[config.mk]
export PLATFORM = sky130hd
export DESIGN_NAME = lagarto_dcache_arbiter
export DESIGN_NICKNAME = d
export VERILOG_FILES = /design/src/rtl/lagarto_dcache_arbiter.sv
export SDC_FILE = /design/constraint.sdc
export NUM_CORES = 1
export LEC_CHECK = 0
export ABC_CLOCK_PERIOD_IN_PS = 1700
export CORE_AREA = 4 4 274 276
export DETAILED_ROUTE_END_ITERATION = 8
export DIE_AREA = 0 0 278 280
export MAX_ROUTING_LAYER = met4
export PLACE_DENSITY = 0.48
export REMOVE_ABC_BUFFERS = 1
export SETUP_SLACK_MARGIN = 0.4
export SYNTH_ARGS = -nofsm -noshare
export SYNTH_HDL_FRONTEND = slang
export SYNTH_SLANG_ARGS = --single-unit
[constraint.sdc]
create_clock -name clk_i -period 1.7 [get_ports clk_i]
set_input_delay 0.17 -clock clk_i [delete_from_list [all_inputs] [get_ports clk_i]]
set_output_delay 0.17 -clock clk_i [all_outputs]
set_load 0.01 [all_outputs]
[src/rtl/lagarto_dcache_arbiter.sv]
// Lagarto dcache arbiter: shares the blocking L1 dcache port among N_REQ
// requesters (0 = PTW fixed priority, 1..N_REQ-1 round-robin).
// Ports: clk_i/rstn_i; rq_* requester side (valid/kill/payload in,
// gnt/rs_valid/rs_err out, rs_data); mem_req_* to dcache; mem_resp_* back.
module lagarto_dcache_arbiter #(
  parameter int N_REQ     = 3,
  parameter int ADDR_W    = 64,
  parameter int MAX_RETRY = 4
) (
  input  logic                    clk_i,
  input  logic                    rstn_i,
  input  logic [N_REQ-1:0]        rq_valid_i,
  input  logic [N_REQ-1:0]        rq_kill_i,
  input  logic [N_REQ*ADDR_W-1:0] rq_addr_i,
  input  logic [N_REQ*64-1:0]     rq_wdata_i,
  input  logic [N_REQ-1:0]        rq_we_i,
  input  logic [N_REQ*8-1:0]      rq_be_i,
  input  logic [N_REQ*2-1:0]      rq_size_i,
  output logic [N_REQ-1:0]        rq_gnt_o,
  output logic [N_REQ-1:0]        rs_valid_o,
  output logic [N_REQ-1:0]        rs_err_o,
  output logic [63:0]             rs_data_o,
  output logic                    mem_req_valid_o,
  input  logic                    mem_req_ready_i,
  output logic [ADDR_W-1:0]       mem_req_addr_o,
  output logic [63:0]             mem_req_wdata_o,
  output logic                    mem_req_we_o,
  output logic [7:0]              mem_req_be_o,
  output logic [1:0]              mem_req_size_o,
  output logic                    mem_req_kill_o,
  input  logic                    mem_resp_valid_i,
  input  logic                    mem_resp_nack_i,
  input  logic [63:0]             mem_resp_data_i
);

  localparam int IW = $clog2(N_REQ);
  localparam int RW = (MAX_RETRY > 1) ? $clog2(MAX_RETRY) : 1;
  localparam logic [IW-1:0] LAST  = IW'(N_REQ-1);
  localparam logic [RW-1:0] RLAST = RW'(MAX_RETRY-1);

  typedef enum logic [1:0] {
    S_IDLE, S_REQ, S_WAIT, S_DRAIN
  } state_e;

  state_e state_q, state_d;
  logic [IW-1:0] rr_q, rr_d;
  logic [IW-1:0] owner_q, owner_d;
  logic [RW-1:0] retry_q, retry_d;
  logic [ADDR_W-1:0] addr_q, addr_d;
  logic [63:0] wdata_q, wdata_d;
  logic we_q, we_d;
  logic [7:0] be_q, be_d;
  logic [1:0] size_q, size_d;

  logic win_v, hi_v;
  logic [IW-1:0] win, hi_idx, lo_idx;
  logic [N_REQ-1:0] win_oh, own_oh;
  logic kill_own;
  logic [ADDR_W-1:0] sel_addr;
  logic [63:0] sel_wdata;
  logic sel_we;
  logic [7:0] sel_be;
  logic [1:0] sel_size;

  // Round-robin: lowest valid index at/after rr_q, else lowest valid
  // overall (the wrap back to 1). Index 0 overrides both.
  always_comb begin
    hi_v   = 1'b0;
    hi_idx = '0;
    lo_idx = '0;
    for (int i = N_REQ-1; i >= 1; i--) begin
      if (rq_valid_i[i]) begin
        lo_idx = IW'(i);
        if (IW'(i) >= rr_q) begin
          hi_v   = 1'b1;
          hi_idx = IW'(i);
        end
      end
    end
    win_v = |rq_valid_i;
    if (rq_valid_i[0]) win = '0;
    else if (hi_v)     win = hi_idx;
    else               win = lo_idx;
  end

  always_comb begin
    sel_addr  = '0;
    sel_wdata = '0;
    sel_we    = 1'b0;
    sel_be    = '0;
    sel_size  = '0;
    for (int i = 0; i < N_REQ; i++) begin
      if (win == IW'(i)) begin
        sel_addr  = rq_addr_i[i*ADDR_W +: ADDR_W];
        sel_wdata = rq_wdata_i[i*64 +: 64];
        sel_we    = rq_we_i[i];
        sel_be    = rq_be_i[i*8 +: 8];
        sel_size  = rq_size_i[i*2 +: 2];
      end
    end
  end

  assign win_oh   = N_REQ'(1) << win;
  assign own_oh   = N_REQ'(1) << owner_q;
  assign kill_own = |(rq_kill_i & own_oh);

  always_ff @(posedge clk_i or negedge rstn_i) begin
    if (!rstn_i) begin
      state_q <= S_IDLE;
      rr_q    <= IW'(1);
      owner_q <= '0;
      retry_q <= '0;
      addr_q  <= '0;
      wdata_q <= '0;
      we_q    <= 1'b0;
      be_q    <= '0;
      size_q  <= '0;
    end else begin
      state_q <= state_d;
      rr_q    <= rr_d;
      owner_q <= owner_d;
      retry_q <= retry_d;
      addr_q  <= addr_d;
      wdata_q <= wdata_d;
      we_q    <= we_d;
      be_q    <= be_d;
      size_q  <= size_d;
    end
  end

  always_comb begin
    state_d = state_q;
    rr_d    = rr_q;
    owner_d = owner_q;
    retry_d = retry_q;
    addr_d  = addr_q;
    wdata_d = wdata_q;
    we_d    = we_q;
    be_d    = be_q;
    size_d  = size_q;
    unique case (state_q)
      S_IDLE: begin
        if (win_v) begin
          state_d = S_REQ;
          owner_d = win;
          retry_d = '0;
          addr_d  = sel_addr;
          wdata_d = sel_wdata;
          we_d    = sel_we;
          be_d    = sel_be;
          size_d  = sel_size;
          if (!rq_valid_i[0])
            rr_d = (win == LAST) ? IW'(1) : win + IW'(1);
        end
      end
      S_REQ: begin
        if (kill_own)             state_d = S_IDLE;
        else if (mem_req_ready_i) state_d = S_WAIT;
      end
      S_WAIT: begin
        if (mem_resp_valid_i) begin
          if (kill_own || !mem_resp_nack_i || retry_q == RLAST) begin
            state_d = S_IDLE;
          end else begin
            retry_d = retry_q + RW'(1);
            state_d = S_REQ;
          end
        end else if (kill_own) begin
          state_d = S_DRAIN;
        end
      end
      S_DRAIN: begin
        if (mem_resp_valid_i) state_d = S_IDLE;
      end
      default: state_d = S_IDLE;
    endcase
  end

  always_comb begin
    rq_gnt_o        = '0;
    rs_valid_o      = '0;
    rs_err_o        = '0;
    mem_req_valid_o = 1'b0;
    mem_req_kill_o  = 1'b0;
    unique case (state_q)
      S_IDLE: rq_gnt_o = win_v ? win_oh : '0;
      S_REQ:  mem_req_valid_o = 1'b1;
      S_WAIT: begin
        if (mem_resp_valid_i && !kill_own) begin
          if (!mem_resp_nack_i)    rs_valid_o = own_oh;
          else if (retry_q == RLAST) rs_err_o = own_oh;
        end else if (!mem_resp_valid_i && kill_own) begin
          mem_req_kill_o = 1'b1;
        end
      end
      default: ;
    endcase
  end

  assign rs_data_o       = mem_resp_data_i;
  assign mem_req_addr_o  = addr_q;
  assign mem_req_wdata_o = wdata_q;
  assign mem_req_we_o    = we_q;
  assign mem_req_be_o    = be_q;
  assign mem_req_size_o  = size_q;

  // A response with no request outstanding breaks the dcache protocol.
  a_resp_proto: assert property (
    @(posedge clk_i) disable iff (!rstn_i)
    mem_resp_valid_i |-> (state_q == S_WAIT || state_q == S_DRAIN));

endmodule

==> metrics <==
Final WS setup -293 ps; worst-case reg-to-reg path depth 9; Synth area leaders dfrtp_1 43%, mux2i_1 17%, a22oi_1 12%; Synth Area per Inst 11.3 µm²; failing checks setup timing; layout cells sized above 1 38.8%; unrepaired setup endpoints after global routing true; gr ovfl total 0; Sequential Power Share 25.3%; Comb power frac 57.4%; Final Power 25.0 mW; Sw Ratio 38.4%; Placer Congestion 0.814; Post-synth EDFFs 0; H-tree depth 4; leakage 7.69 nW; CP arrival 2370 ps; Crit. End Element flop; status finished with violations; share of the synthesized area in the top cell type 43.3%; yosys warns 0; crit-path max FO 6; Required @ worst endpoint 2070 ps; Max IR drop VDD 590 µV; Pre-Repair DR Iteration Count 4; pin count of the biggest net entering global routing 43; CTS Sinks 147; Longest Clk Path Bufs 2; maxcap violations 0; final hold violations 0; Clock power frac 17.3%; ys flop type dfrtp_1; maximum operating frequency 502 MHz; Worst slew margin 70.0%; initial antenna violation count 1; Reg-to-Reg Start rr_q[0]; Num CTS Buffers 17; leading area contributor after synthesis dfrtp_1; worst-margin pin slew 450 ps; Core ar. 72600 µm²; worst reg2reg setup slack -290 ps; max-slew violations 0; drt via density 3.85; minimum clock period 1990 ps; WL final 54.1 mm; count of different cell masters after synthesis 38; crit share post-route 117%; die area 77800 µm²; total track usage 13.7%; root buffer cell clkbuf_16; post-synthesis sequential area ratio 43.7%; CP Launch Type flop; ANT nets after route 0; P&R area growth vs syn 120%; vias in the first global route 9769; fin nets 1870; Hold Crit Class input pin to asynchronous set/reset pin; Synth Instances 749; WL/cell 23.0 µm; DIE HEIGHT 280 µm; register bit total from synthesis 147; drt first-iter violations 328; P_sw 9.60 mW; setup tns final -29000 ps; Post-Synthesis Cell Area 8430 µm²; Synth top cells by count 146 x dfrtp_1, 141 x mux2i_1, 140 x a22oi_1, 100 x o21ai_2, 66 x buf_4; Cell Int Power 15.4 mW; first-pass GRT wire length 73.9 mm; Port Buffer Count 577; Pwr Density 1350 nW/µm²; Final HPWL DP 40.9 mm; CTS tree yes; Die W 278 µm; IO Pins 706; Setup Viol. Count Final 151; type of the worst setup path flop to flop; worst-skew pair later-pin latency 480 ps; initial core utilization 11.6%; via count 9047; count leader, synth dfrtp_1; final clock skew 20.1 ps; clk slew on worst S/H paths 80 ps; async set-reset flop share out of synthesis 100%; site row count 99; r2r endpoint mem_req_addr_o[32]; DRC Markers 0; final core utilization 25.5%
-- repair_timing --
action	in CTS	in global routing
hold buffers	1	0
buffers inserted	34	9
cloned	10	0
pin swaps	19	17
hold endpoints to repair	83	0
gates resized for setup	607	173
endpoints found under the setup margin	297	229
-- kinds of logic after synthesis --
logic type / Yosys count / share of synthesized area (%)
flops: 147 / 43.7
fa+ha+maj: 1 / 0.148
buf+inv: 136 / 10.6
simple gates: 30 / 2.03
compound gates: 294 / 26.8
mux: 141 / 16.7
-- how the worst max path moves through the flow --
stage	start	endpoint	slack [ps]	cells past startpoint
finish	rr_q[0]	mem_req_addr_o[32]	-290	9
global placement	mem_resp_valid_i	rs_valid_o[2]	-600	5
CTS	owner_q[0]	rs_valid_o[0]	-300	4
floorplan	rr_q[0]	rq_gnt_o[1]	-4830	4
detailed placement	mem_resp_valid_i	rs_valid_o[2]	-580	5
global route	owner_q[0]	rs_err_o[0]	-360	4
-- routing by layer --
metal / wire (µm) / global-route usage (%) / vias up
met4: 841 / 2.95 / 0
met2: 24300 / 20.1 / 557
li1: - / - / 4043
met5: 0 / - / -
met1: 21200 / 15.1 / 4393
met3: 7790 / 10.0 / 54
-- critical path, cell delays in order (launching register included) --
cell and delay, ps:
dfstp_2 560, nor2b_4 50, a211oi_4 280, buf_6 180, buf_12 110, buf_16 150
buf_12 130, mux2i_1 190, buf_4 150, o21ai_2 50
-- flip-flops by register name, indices dropped and copies added, names as in the netlist --
signal	count
mem_req_size_o	2
owner_q	2
mem_req_addr_o	64
mem_req_we_o	1
state_q	2
mem_req_be_o	8
retry_q	2
rr_q	2
mem_req_wdata_o	64
-- power groups by stage --
stage	clock, mW	combinational, mW	sequential [mW]
final	4.32	14.3	6.33
after global routing	4.71	15.4	6.56
after CTS	4.61	14.2	6.37
after detailed placement	0	13.5	6.35
after global placement	0	13.4	6.33
after floorplan	0	3.87	6.92
-- metrics by stage --
step	hold slack (ps)	instance area, µm²	cells	worst slack (ps)
floorplan	-126	7560	621	-4830
global placement	138	15600	2263	-602
detailed placement	140	15600	2263	-581
CTS	150	17800	2340	-301
global route	186	18500	2350	-360
finish	187	18500	2350	-293
-- final cells by class --
type | count | area (µm²)
multi-input cells | 466 | 5140
flip-flops and latches | 147 | 3680
repair buffers | 737 | 7810
clock buffers | 18 | 439
inverters | 8 | 30.0
diodes | 1 | 2.50
fillers | 7615 | 54100
clock inverters | 14 | 200
well taps | 959 | 1200
-- placed cells by master (no fill, tap or decap), drive strengths merged, types with 2 or more instances in the layout --
cell / Yosys / final
clkdlybuf4s50: 0 / 426
buf: 104 / 240
dfrtp: 146 / 146
o21ai: 142 / 142
mux2i: 141 / 141
a22oi: 140 / 140
dlymetal6s2s: 0 / 66
clkbuf: 24 / 22
inv: 8 / 12
nor2: 6 / 6
nor3: 6 / 6
bufinv: 0 / 4
nor2b: 4 / 4
nand2: 4 / 4
clkinv: 0 / 4
o21a: 2 / 2
a21o: 2 / 2
clkinvlp: 0 / 2
nand2b: 2 / 2
nand3: 2 / 2
Power figures use the tool's default switching activity.
